### config.mk
export PLATFORM = sky130hd
export DESIGN_NAME = decode_queue
export DESIGN_NICKNAME = d
export VERILOG_FILES = /design/src/rtl/decode_queue.sv
export SDC_FILE = /design/constraint.sdc
export NUM_CORES = 1
export LEC_CHECK = 0
export ABC_CLOCK_PERIOD_IN_PS = 10900
export BUFFER_PORTS_ARGS = -buffer_cell sky130_fd_sc_hd__buf_2
export CAP_MARGIN = 25
export CELL_PAD_IN_SITES_DETAIL_PLACEMENT = 0
export CELL_PAD_IN_SITES_GLOBAL_PLACEMENT = 1
export CORE_MARGIN = 1
export CORE_UTILIZATION = 41
export CTS_BUF_LIST = sky130_fd_sc_hd__clkbuf_4 sky130_fd_sc_hd__clkbuf_8 sky130_fd_sc_hd__clkbuf_16
export DETAILED_ROUTE_END_ITERATION = 6
export PLACE_DENSITY_LB_ADDON = 0.1
export SLEW_MARGIN = 20
export SYNTH_ARGS = -nofsm -noshare
export SYNTH_HDL_FRONTEND = slang
export SYNTH_SLANG_ARGS = --single-unit
### constraint.sdc
create_clock -name clk -period 10.9 [get_ports clk]
set_input_delay 2.18 -clock clk [delete_from_list [all_inputs] [get_ports clk]]
set_output_delay 2.18 -clock clk [all_outputs]
set_load 0.02 [all_outputs]
### src/rtl/decode_queue.sv
// decode_queue: RV32I field/immediate decoder feeding an in-order FIFO of decoded bundles.
// Decoding happens on the incoming instruction, and the full bundle is stored at push.
// Outputs always show the head entry and read as zero while the queue is empty.
module decode_queue #(
    parameter int unsigned DWIDTH = 32,
    parameter int unsigned AWIDTH = 32,
    parameter int unsigned DEPTH  = 2
) (
    input  logic                       clk,
    input  logic                       rst,
    input  logic                       in_valid_i,
    output logic                       in_ready_o,
    input  logic [DWIDTH-1:0]          insn_i,
    input  logic [AWIDTH-1:0]          pc_i,
    input  logic                       flush_i,
    output logic                       out_valid_o,
    input  logic                       out_ready_i,
    output logic [AWIDTH-1:0]          pc_o,
    output logic [DWIDTH-1:0]          insn_o,
    output logic [6:0]                 opcode_o,
    output logic [4:0]                 rd_o,
    output logic [4:0]                 rs1_o,
    output logic [4:0]                 rs2_o,
    output logic [2:0]                 funct3_o,
    output logic [6:0]                 funct7_o,
    output logic [4:0]                 shamt_o,
    output logic [DWIDTH-1:0]          imm_o,
    output logic                       illegal_o,
    output logic [$clog2(DEPTH):0]     count_o
);

    // A one-entry queue still gets a 1-bit pointer; it simply never leaves 0.
    localparam int unsigned PW = (DEPTH > 1) ? $clog2(DEPTH) : 1;
    localparam int unsigned CW = $clog2(DEPTH) + 1;

    localparam logic [6:0] OpLui     = 7'b0110111;
    localparam logic [6:0] OpAuipc   = 7'b0010111;
    localparam logic [6:0] OpJal     = 7'b1101111;
    localparam logic [6:0] OpJalr    = 7'b1100111;
    localparam logic [6:0] OpBranch  = 7'b1100011;
    localparam logic [6:0] OpLoad    = 7'b0000011;
    localparam logic [6:0] OpStore   = 7'b0100011;
    localparam logic [6:0] OpOpImm   = 7'b0010011;
    localparam logic [6:0] OpOp      = 7'b0110011;
    localparam logic [6:0] OpMiscMem = 7'b0001111;
    localparam logic [6:0] OpSystem  = 7'b1110011;

    typedef struct packed {
        logic [AWIDTH-1:0] pc;
        logic [DWIDTH-1:0] insn;
        logic [6:0]        opcode;
        logic [4:0]        rd;
        logic [4:0]        rs1;
        logic [4:0]        rs2;
        logic [2:0]        funct3;
        logic [6:0]        funct7;
        logic [4:0]        shamt;
        logic [DWIDTH-1:0] imm;
        logic              illegal;
    } entry_t;

    entry_t          dec;
    entry_t          head;
    entry_t          mem [DEPTH];
    logic [PW-1:0]   wr_ptr_q;
    logic [PW-1:0]   rd_ptr_q;
    logic [CW-1:0]   count_q;
    logic            push;
    logic            pop;
    logic [31:0]     ins;
    logic [31:0]     imm32;
    logic            ill;

    function automatic logic [PW-1:0] ptr_inc(input logic [PW-1:0] p);
        return (p == PW'(DEPTH - 1)) ? '0 : p + PW'(1);
    endfunction

    assign ins         = insn_i[31:0];
    assign in_ready_o  = (count_q != CW'(DEPTH));
    assign out_valid_o = (count_q != '0);
    assign push        = in_valid_i && in_ready_o && !flush_i;
    assign pop         = out_valid_o && out_ready_i && !flush_i;
    assign count_o     = count_q;

    // Decode the incoming instruction into a bundle; unused fields are zeroed per format.
    always_comb begin
        dec        = '0;
        imm32      = '0;
        ill        = 1'b0;
        dec.pc     = pc_i;
        dec.insn   = insn_i;
        dec.opcode = ins[6:0];
        dec.rd     = ins[11:7];
        dec.rs1    = ins[19:15];
        dec.funct3 = ins[14:12];
        case (ins[6:0])
            OpLui, OpAuipc: begin
                imm32      = {ins[31:12], 12'b0};
                dec.rs1    = '0;
                dec.funct3 = '0;
            end
            OpJal: begin
                imm32      = {{11{ins[31]}}, ins[31], ins[19:12], ins[20], ins[30:21], 1'b0};
                dec.rs1    = '0;
                dec.funct3 = '0;
            end
            OpJalr: begin
                imm32 = {{20{ins[31]}}, ins[31:20]};
                ill   = (ins[14:12] != 3'b000);
            end
            OpBranch: begin
                imm32   = {{19{ins[31]}}, ins[31], ins[7], ins[30:25], ins[11:8], 1'b0};
                dec.rd  = '0;
                dec.rs2 = ins[24:20];
                ill     = (ins[14:13] == 2'b01);
            end
            OpLoad: begin
                imm32 = {{20{ins[31]}}, ins[31:20]};
                ill   = (ins[14:12] == 3'b011) || (ins[14:13] == 2'b11);
            end
            OpStore: begin
                imm32   = {{20{ins[31]}}, ins[31:25], ins[11:7]};
                dec.rd  = '0;
                dec.rs2 = ins[24:20];
                ill     = (ins[14:12] > 3'b010);
            end
            OpOpImm: begin
                imm32 = {{20{ins[31]}}, ins[31:20]};
                if (ins[14:12] == 3'b001) begin
                    dec.funct7 = ins[31:25];
                    dec.shamt  = ins[24:20];
                    ill        = (ins[31:25] != 7'b0000000);
                end else if (ins[14:12] == 3'b101) begin
                    dec.funct7 = ins[31:25];
                    dec.shamt  = ins[24:20];
                    ill        = (ins[31:25] != 7'b0000000) && (ins[31:25] != 7'b0100000);
                end
            end
            OpOp: begin
                dec.rs2    = ins[24:20];
                dec.funct7 = ins[31:25];
                // Only ADD/SUB and SRL/SRA have an alternate (0100000) encoding.
                ill = !((ins[31:25] == 7'b0000000) ||
                        ((ins[31:25] == 7'b0100000) &&
                         ((ins[14:12] == 3'b000) || (ins[14:12] == 3'b101))));
            end
            OpMiscMem, OpSystem: begin
            end
            default: ill = 1'b1;
        endcase
        if (ins[1:0] != 2'b11) begin
            ill = 1'b1;
        end
        dec.imm     = DWIDTH'(imm32);
        dec.illegal = ill;
    end

    // Storage needs no reset: empty slots are never visible on the outputs.
    always_ff @(posedge clk) begin
        if (push) begin
            mem[wr_ptr_q] <= dec;
        end
    end

    // Pointer and occupancy bookkeeping; flush outranks any same-cycle push or pop.
    always_ff @(posedge clk or posedge rst) begin
        if (rst) begin
            wr_ptr_q <= '0;
            rd_ptr_q <= '0;
            count_q  <= '0;
        end else if (flush_i) begin
            wr_ptr_q <= '0;
            rd_ptr_q <= '0;
            count_q  <= '0;
        end else begin
            if (push) begin
                wr_ptr_q <= ptr_inc(wr_ptr_q);
            end
            if (pop) begin
                rd_ptr_q <= ptr_inc(rd_ptr_q);
            end
            if (push && !pop) begin
                count_q <= count_q + CW'(1);
            end else if (pop && !push) begin
                count_q <= count_q - CW'(1);
            end
        end
    end

    // Present the head entry, forced to zero while the queue is empty.
    always_comb begin
        head = out_valid_o ? mem[rd_ptr_q] : '0;
    end

    assign pc_o      = head.pc;
    assign insn_o    = head.insn;
    assign opcode_o  = head.opcode;
    assign rd_o      = head.rd;
    assign rs1_o     = head.rs1;
    assign rs2_o     = head.rs2;
    assign funct3_o  = head.funct3;
    assign funct7_o  = head.funct7;
    assign shamt_o   = head.shamt;
    assign imm_o     = head.imm;
    assign illegal_o = head.illegal;

endmodule

# Word-level counts from Yosys, hierarchy flattened
# Memory sizes are Yosys's and may differ from the RTL's.
# Index checks and enable logic that the tools add are counted.
# totals
ff_bits	4
ram_bits	268
input_bits	69
out_inout_bits	138
elab_cells	83
n_memories	1
# classes
add_sub_neg	4
magnitude_cmp	1
eq_ne	20
n_mux	25
reduce_logical	29
# mem_list
memory	depth	width	read_ports	rd_clocked_by_memory_dff	wr	line_no	source
mem	2	134	1	0	1	64	entry_t mem [DEPTH];
# op_table
op	n
one-hot mux 32 bit (5 select lines)	1
2-to-1 mux 134 bit	1
== test 7 x 6 -> 1 bit (second input constant)	4
== test 7 bit (second input constant)	4
2-to-1 mux 12 bit	2
2-to-1 mux 5 bit	4
== test 7 x 5 -> 1 bit (second input constant)	2
one-hot mux 7 bit (2 select lines)	1
2-to-1 mux 1 bit	11
OR reduction 3 bit	3
logical AND 1 bit	8
== test 7 x 2 -> 1 bit (second input constant)	1
== test 7 x 4 -> 1 bit (second input constant)	1
logical NOT 7 bit	1
inequality test 7 x 6 -> 1 bit (second input constant)	1
one-hot mux 1 bit (7 select lines)	1
nonzero test 7 bit	1
2-to-1 mux 2 bit	3
nonzero test 2 bit	3
nonzero test 3 bit	2
OR reduction 5 bit	1
logical NOT 1 bit	4
inequality test 2 bit (second input constant)	2
OR reduction 2 bit	2
12 further kinds	15

# Longest topological paths before layout
# Gate-level depths: netlist of the first run.
# logic_depth
ltp_word	8
mapped_depth	7
ltp_nobuf	5

# Worst setup path after synthesis of the first run
# OpenSTA, ideal clock, no wires.
# synth_timing
path_type	input-to-reg
start	in in_valid_i
end	mem mem[1][0] in the netlist's numbering (enable)
setup_time_ps	797
arrival_time_ps	11486
path_slack_ps	-1384
path_stages	2
path_cell_list	nand2_1 nor3b_1
# synth_between
elab_chain_cells	4
# synth_lines
item	line_no	source
from (decl)	11	input logic in_valid_i,
logical AND 1 bit (2 in series)	81	assign push = in_valid_i && in_ready_o && !flush_i;
2-to-1 mux 1 bit	160	if (push) begin
2-to-1 mux 1 bit (not written as such)	161	mem[wr_ptr_q] <= dec;
to (decl)	64	
# No other way between the ends.

# Final worst setup path of the first run
# layout_timing
start	reg rd_ptr_q
end	out rd_o[1]
# layout_between
elab_chain_cells	2
# layout_lines
item	line_no	source
from (decl)	66	logic [PW-1:0] rd_ptr_q;
from (signal assigned)	180	rd_ptr_q <= ptr_inc(rd_ptr_q);
memory read (2 x 134 bit)	--	
2-to-1 mux 134 bit	192	head = out_valid_o ? mem[rd_ptr_q] : '0;
to (decl)	21	output logic [4:0] rd_o,
# No other way between the ends.

==> results of run 1 <==
[synth_stat cells (all sizes together) (2+ instances only)]
cell / instances
nor2: 141
nand2: 13
edfxtp: 254
nor3b: 2
nor3: 8
inv: 5
and2: 29
nand4: 2
mux2i: 128
o21ai: 3
and2b: 7
nand2b: 5
buf: 30
xor2: 2
dfrtp: 4
nor2b: 4
a21o: 20
a31oi: 5
a21oi: 6
clkbuf: 13
a22o: 5
nand3: 3
o22ai: 2
a211oi: 2
[cell type report]
type / count / area, um^2 / area share [%]
Inverter: 5 / 18.8 / 0.144
Multi-Input combinational cell: 398 / 2690 / 20.7
Tap cell: 330 / 413 / 3.17
Clock buffer: 38 / 806 / 6.19
Sequential cell: 258 / 7730 / 59.4
Clock inverter: 14 / 195 / 1.50
Timing Repair Buffer: 217 / 1160 / 8.92
[metrics by stage]
stage,instance area [um^2],cells
after floorplan,10600,704
after global placement,11900,1205
after detailed placement,12000,1207
after CTS,13000,1259
after global routing,13000,1260
final,13000,1260
[routing by layer]
metal,routed length [um],vias to the layer above
met2,11200,203
met5,0,-
met4,437,0
li1,-,2996
met1,10900,3126
met3,1270,38
[registers in the layout, summed over array words and instances, names as in the netlist]
name      count
rd_ptr_q      1
count_o       2
wr_ptr_q      1
mem         254
[critical path, cell delays in order (launching register included)]
cell and delay, ns:
dfrtp_4 0.70, buf_4 0.71, buf_4 0.46, buf_16 0.32, mux2i_1 0.23, nor2_1 0.09
buf_2 0.20
[kinds of logic (layout without fill, tap and decap cells)]
| family | Yosys count | after routing | share of synthesized area (%) |
|---|---|---|---|
| buffers and inverters | 48 | 274 | 2.35 |
| XOR/XNOR | 2 | 2 | 0.165 |
| flip-flops | 258 | 258 | 72.7 |
| AO/OA/AOI/OAI | 49 | 49 | 3.28 |
| multiplexers | 128 | 128 | 12.0 |
| AND/OR/NAND/NOR | 219 | 219 | 9.49 |
[path summary, 6_finish.rpt]
kind	cells past startpoint	to	startpoint	slack, ns
max	6	rd_o[1]	rd_ptr_q	5.41
min	2	wr_ptr_q	wr_ptr_q	0.63
max reg2reg	5	mem[0][34]	count_o[0]	7.82
min reg2reg	2	wr_ptr_q	wr_ptr_q	0.63
max in group asynchronous	2	rd_ptr_q	rst	9.20
min in group asynchronous	2	rd_ptr_q	rst	1.53
[power by group through the flow]
stage                     sequential (mW)  combinational, mW  clock, mW
final                                1.15              0.278       1.00
after global routing                 1.15              0.301       1.06
after CTS                            1.15              0.282       1.02
after detailed placement             1.17              0.281          0
after global placement               1.17              0.274          0
after floorplan                      1.17              0.182          0
==> flow_summary.toml, run 1 <==
[outcome]
status = "finished clean"

[cells_and_area]
fin_util_pct = 51.4
fill_cells = 2167
final_nets = 977
drive_gt1_share_pct = 29.7
final_common_cell = "edfxtp_1"
final_cell_mix = "254 x edfxtp_1, 206 x buf_2, 140 x nor2_1, 128 x mux2i_1"
syn2layout_area_growth_pct = 22.4
antenna_cells = 0

[global_routing]
grt_antenna_before_repair = 0
first_global_vias = 6413
overflow = 0
use_met1_pct = 25.4
grt_pass1_wl_um = 36200
grt_max_degree = 71
grt-busiest-layer = "met2"
met3_usage_pct = 2.39
use_met2_pct = 28.9
grt.total_usage_pct = 17.9

[floorplanning]
die-area_mm2 = 0.0266
core_area_mm2 = 0.0253
fp.dieW_um = 163
rows = 58
die_y_um = 163
top_level_ports = 207
start_util_pct = 42.0

[worst_setup_path]
cp_max_fo = 45
end_kind = "output pin"
cp.arrival_ns = 3.31
cp.required_ns = 8.72
cp-start-kind = "register"
crit_type = "reg2out"

[routing]
drt-pass1-iter-count = 5
postRouteAntennaNets = 0
wl_per_cell_um = 18.9
wirelength_um = 23800
drc_errors = 0
first_iter_violations = 336
viasPerCell = 5.05
vias = 6363

[logic_synthesis]
synth_top_area_share_pct = 71.7
ys.flop_type = "edfxtp_1"
yosysWarnings = 0
synth_cell_types = 40
syn_area_mm2 = 0.0106
avgSynthCellArea_um2 = 15.1
synthCells = 704
seq_area_frac_synth_pct = 72.7
syn-num-nets = 773
yosys.area.top_type = "edfxtp_1"
synthTopCellsByArea = "edfxtp_1 72%, mux2i_1 12%, nor2_1 5.0%"
synth-async-reset-ratio_pct = 1.55
synth.ff_latch_count = 258
synth_edf_count = 254

[timing]
worstMarginPinSlew_ns = 0.987
hold_viol_final = 0
min_period_over_period_pct = 50.4
fin_setup_tns_ns = 0
layout_setup_ws_ns = 5.41
setup_viol = 0
max_slew_margin_pct = 34.2
min_period_ns = 5.49
holdWs_ns = 0.629
fmax_ghz = 0.182
drv_slew = 0
rsz0062_at_grt = "false"
fin_worst_skew_ns = 0.0106

[clocking]
clk_pin_slew_worst_paths_ns = 0.06
cts_resized = 0
cts_buffers = 28
cts_root_buf = "clkbuf_16"
clkLatencyLatePin_ns = 0.53
post_cts_buffers = 0
htreeDepth = 1
tritoncts = "done"
ctsHoldBuffers = 0
cts_buffer_depth = 3
clock-sinks = 258

[pwr]
p_per_area_mw_per_mm2 = 186
power_frac_comb_pct = 11.5
power_mw = 2.42
irDropWorstVdd_uv = 141
sw_frac_of_total_pct = 23.3
p_seq_share_pct = 47.3
p_switching_mw = 0.564
p_leak_nw = 5.09
clockPowerShare_pct = 41.3
p_int_mw = 1.86

[placement]
gp_congestion = 0.822
io_buffers = 206
hpwl_um = 15400
preCtsSetupSlack_ns = 5.64

[min_path]
hold_class = "reg2reg"

[flow_run]
drv_cap = 0
No activity file was read; power rests on OpenSTA's default activity.
==> run 2: changes to the inputs <==
--- a/config.mk
+++ b/config.mk
@@ -5,7 +5,7 @@
 export SDC_FILE = /design/constraint.sdc
 export NUM_CORES = 1
 export LEC_CHECK = 0
-export ABC_CLOCK_PERIOD_IN_PS = 10900
+export ABC_CLOCK_PERIOD_IN_PS = 4700
 export BUFFER_PORTS_ARGS = -buffer_cell sky130_fd_sc_hd__buf_2
 export CAP_MARGIN = 25
 export CELL_PAD_IN_SITES_DETAIL_PLACEMENT = 0
==> constraint.sdc (replaced) <==
create_clock -name clk -period 4.7 [get_ports clk]
set_input_delay 0.94 -clock clk [delete_from_list [all_inputs] [get_ports clk]]
set_output_delay 0.94 -clock clk [all_outputs]
set_load 0.02 [all_outputs]
==> flow_summary.toml, run 2 (synthesis gave the netlist of run 1 again) <==
[outcome]
status = "finished clean"

[global_routing]
grt_antenna_before_repair = 0
grt_pass1_wl_um = 35400
grt_max_degree = 118
overflow = 0
grt.total_usage_pct = 17.4
first_global_vias = 6302

[cells_and_area]
final_nets = 976
final_cells = 1257
largest_register_ffs = 254
antenna_cells = 0
drive_gt1_share_pct = 29.6
fin_util_pct = 51.1
final_cell_mix = "254 x edfxtp_1, 206 x buf_2, 140 x nor2_1, 128 x mux2i_1"
syn2layout_area_growth_pct = 21.8
final_common_cell = "edfxtp_1"
regMostFlops = "mem"

[routing]
postRouteAntennaNets = 0
viasPerCell = 5.07
drc_errors = 0
wirelength_um = 23400
first_iter_violations = 318
drt-pass1-iter-count = 4
vias = 6376
wl_per_cell_um = 18.6

[worst_setup_path]
cp_max_fo = 39
path_cells = "nor2_4 > buf_4 > nor2_1 > buf_2"
crit_slowest_cell = "nor2_4"
cp_num_buf_inv = 2
crit_family = "simple AND/OR/NAND/NOR gates"
cp-start-kind = "register"
crit_type = "reg2out"
cp.required_ns = 3.76
cp_slowest_stage_delay_ns = 0.78
timing.reg2reg.setup_slack_ns = 2.36
cp.arrival_ns = 2.57
end_kind = "output pin"

[timing]
worstMarginPinSlew_ns = 0.967
drv_slew = 0
holdWs_ns = 0.300
hold_viol_final = 0
fmax_ghz = 0.285
max_slew_margin_pct = 35.3
fin_setup_tns_ns = 0
setup_viol = 0
fin_worst_skew_ns = 0.0104
min_period_over_period_pct = 74.6
layout_setup_ws_ns = 1.19
rsz0062_at_grt = "false"
min_period_ns = 3.51

[pwr]
p_per_area_mw_per_mm2 = 422
p_leak_nw = 5.04
irDropWorstVdd_uv = 304

[clocking]
cts_root_buf = "clkbuf_16"
ctsHoldBuffers = 0
clk_pin_slew_worst_paths_ns = 0.06
tritoncts = "done"
clock-sinks = 258
htreeDepth = 1
cts_resized = 0
cts_buffer_depth = 3
clkLatencyLatePin_ns = 0.53
post_cts_buffers = 0
cts_buffers = 28

[placement]
dp_cells = 1207
gp_congestion = 0.764
preCtsSetupSlack_ns = 1.69
io_buffers = 206
hpwl_um = 15100

[floorplanning]
die_y_um = 163
die-area_mm2 = 0.0266
rows = 58
start_util_pct = 42.0
fp.dieW_um = 163
top_level_ports = 207
core_area_mm2 = 0.0253

[flow_run]
drv_cap = 0

[min_path]
hold_class = "in2async"
## run 2: area by class of cell
type                    instances  area (um^2)
clock inverters                13          146
clock buffers                  37          786
inverters                       5         18.8
multi-input cells             398         2710
repair buffers                216         1140
flip-flops and latches        258         7730
fillers                      2198        12400
well taps                     330          413
## run 2: stage by stage
step	instance area [um^2]	power, mW
2_1_floorplan	10700	3.12
3_3_place_gp	12000	3.35
3_5_place_dp	12000	3.36
4_1_cts	13000	5.53
5_1_grt	13000	5.67
6_report	13000	5.47
## run 2: power by group
group	switching, mW	internal [mW]	leakage (nW)
sequential	0.0411	2.63	2.45
combinational	0.418	0.214	2.13
clock	0.836	1.34	0.465
total	1.30	4.17	5.04
## run 2: path summary, 6_finish.rpt
| path | from | endpoint | cells past startpoint |
|---|---|---|---|
| min reg2reg | wr_ptr_q | wr_ptr_q | 2 |
| max | count_o[1] | opcode_o[2] | 4 |
| min | rst | rd_ptr_q | 2 |
| max reg2reg | count_o[0] | mem[0][11] | 4 |
| max in group asynchronous | rst | rd_ptr_q | 2 |
| min in group clk | pc_i[0] | mem[0][102] | 1 |
## run 2: per-layer routing
| layer | track usage, % | vias to the layer above | share of wire [%] |
|---|---|---|---|
| li1 | - | 3003 | - |
| met1 | 23.8 | 3138 | 44 |
| met2 | 29.3 | 207 | 49 |
| met3 | 2.69 | 28 | 5.7 |
| met4 | 3.95 | 0 | 1.5 |
| met5 | 0 | - | 0 |
==> run 3: changes to the inputs <==
--- a/config.mk
+++ b/config.mk
@@ -5,13 +5,13 @@
 export SDC_FILE = /design/constraint.sdc
 export NUM_CORES = 1
 export LEC_CHECK = 0
-export ABC_CLOCK_PERIOD_IN_PS = 4700
+export ABC_CLOCK_PERIOD_IN_PS = 3300
 export BUFFER_PORTS_ARGS = -buffer_cell sky130_fd_sc_hd__buf_2
 export CAP_MARGIN = 25
 export CELL_PAD_IN_SITES_DETAIL_PLACEMENT = 0
 export CELL_PAD_IN_SITES_GLOBAL_PLACEMENT = 1
 export CORE_MARGIN = 1
-export CORE_UTILIZATION = 41
+export CORE_UTILIZATION = 45
 export CTS_BUF_LIST = sky130_fd_sc_hd__clkbuf_4 sky130_fd_sc_hd__clkbuf_8 sky130_fd_sc_hd__clkbuf_16
 export DETAILED_ROUTE_END_ITERATION = 6
 export PLACE_DENSITY_LB_ADDON = 0.1
==> constraint.sdc (replaced) <==
create_clock -name clk -period 3.3 [get_ports clk]
set_input_delay 0.66 -clock clk [delete_from_list [all_inputs] [get_ports clk]]
set_output_delay 0.66 -clock clk [all_outputs]
set_load 0.02 [all_outputs]
==> flow_summary.toml, run 3 (synthesis gave the netlist of run 1 again) <==
[clocking]
cts_root_buf = "clkbuf_16"
cts_buffer_depth = 3
post_cts_buffers = 0
clkLatencyLatePin_ns = 0.52
cts_resized = 0
clock-sinks = 258
htreeDepth = 1
tritoncts = "done"
clk_pin_slew_worst_paths_ns = 0.06
cts_buffers = 27

[worst_setup_path]
crit_type = "reg2out"
cp-start-kind = "register"
timing.reg2reg.setup_slack_ns = 1.45
cp.arrival_ns = 2.17
cp.required_ns = 2.64
cp_max_fo = 21
end_kind = "output pin"

[timing]
min_period_ns = 2.83
setup_viol = 0
max_slew_margin_pct = 37.6
hold_viol_final = 0
drv_slew = 0
fin_setup_tns_ns = 0
fin_worst_skew_ns = 0.00469
min_period_over_period_pct = 85.8
layout_setup_ws_ns = 0.468
rsz0062_at_grt = "false"
fmax_ghz = 0.353
worstMarginPinSlew_ns = 0.932
holdWs_ns = 0.325

[cells_and_area]
fill_cells = 1886
largest_register_ffs = 254
final_common_cell = "edfxtp_1"
final_nets = 984
fin_util_pct = 56.6
drive_gt1_share_pct = 29.2
regMostFlops = "mem"
final_cells = 1244
final_cell_mix = "254 x edfxtp_1, 206 x buf_2, 140 x nor2_1, 128 x mux2i_1, 29 x and2_1"
design_area_mm2 = 0.0130
syn2layout_area_growth_pct = 21.9
antenna_cells = 0

[routing]
wirelength_um = 23000
vias = 6322
wl_per_cell_um = 18.5
postRouteAntennaNets = 0
drt-pass1-iter-count = 5
first_iter_violations = 341
viasPerCell = 5.08
drc_errors = 0

[global_routing]
grt_pass1_wl_um = 35200
grt.total_usage_pct = 19.0
grt_antenna_before_repair = 0
first_global_vias = 6314
overflow = 0
grt_max_degree = 97

[floorplanning]
fp.dieW_um = 156
core_area_mm2 = 0.0229
die-area_mm2 = 0.0243
die_y_um = 156
rows = 55
top_level_ports = 207
start_util_pct = 46.4

[min_path]
hold_class = "in2reg"

[pwr]
power_mw = 7.52
p_per_area_mw_per_mm2 = 580
irDropWorstVdd_uv = 425
p_leak_nw = 5.04

[placement]
placed_cell_area_mm2 = 0.0121
preCtsSetupSlack_ns = 0.971
hpwl_um = 15100
gp_congestion = 0.832
io_buffers = 206
dp_cells = 1198

[flow_run]
drv_cap = 0

[outcome]
status = "finished clean"
## run 3: changes by cell type in the layout (fill, tap and decap cells not counted), moves of 2 or more
cell       before  now
buf_12          3   10
clkinv_1        3   10
clkbuf_4        8    3
clkbuf_16      29   27
clkinv_2        4    2
clkinv_4        2    0
dfrtp_1         3    1
dfrtp_2         0    2
## run 3: area by class of cell
type | instances | area (um^2) | area share, %
flip-flops and latches | 258 | 7730 | 59.7
well taps | 313 | 392 | 3.02
inverters | 5 | 18.8 | 0.145
clock inverters | 15 | 115 | 0.888
multi-input cells | 398 | 2700 | 20.9
clock buffers | 30 | 698 | 5.39
repair buffers | 225 | 1300 | 10.0
## run 3: worst max-delay path, stage by stage, from the launching register on
cell	delay, ns
dfrtp_2	0.47
nor2_4	0.54
buf_4	0.37
nor2_1	0.09
buf_2	0.16
## run 3: final timing paths
check | from | endpoint | cells past startpoint
max | count_o[1] | pc_o[29] | 4
min in group asynchronous | rst | rd_ptr_q | 3
min reg2reg | wr_ptr_q | wr_ptr_q | 2
max reg2reg | count_o[0] | mem[1][10] | 4
min | pc_i[4] | mem[0][106] | 1
max in group asynchronous | rst | rd_ptr_q | 3
## run 3: power breakdown
part | switching (mW) | internal, mW
logic | 0.606 | 0.335
registers | 0.0522 | 3.74
clock network | 1.14 | 1.65
## run 3: what timing repair did
item,CTS,global route
endpoints found under the hold margin,3,0
hold buffers,1,0
endpoints found under the setup margin,0,0
## run 3: per-layer routing
layer | up-vias | part of all wire, % | track usage (%)
met4 | 0 | 1.6 | 4.67
met3 | 27 | 6.2 | 3.36
li1 | 3004 | - | -
met2 | 204 | 48 | 30.7
met1 | 3087 | 45 | 26.6
met5 | - | 0 | 0
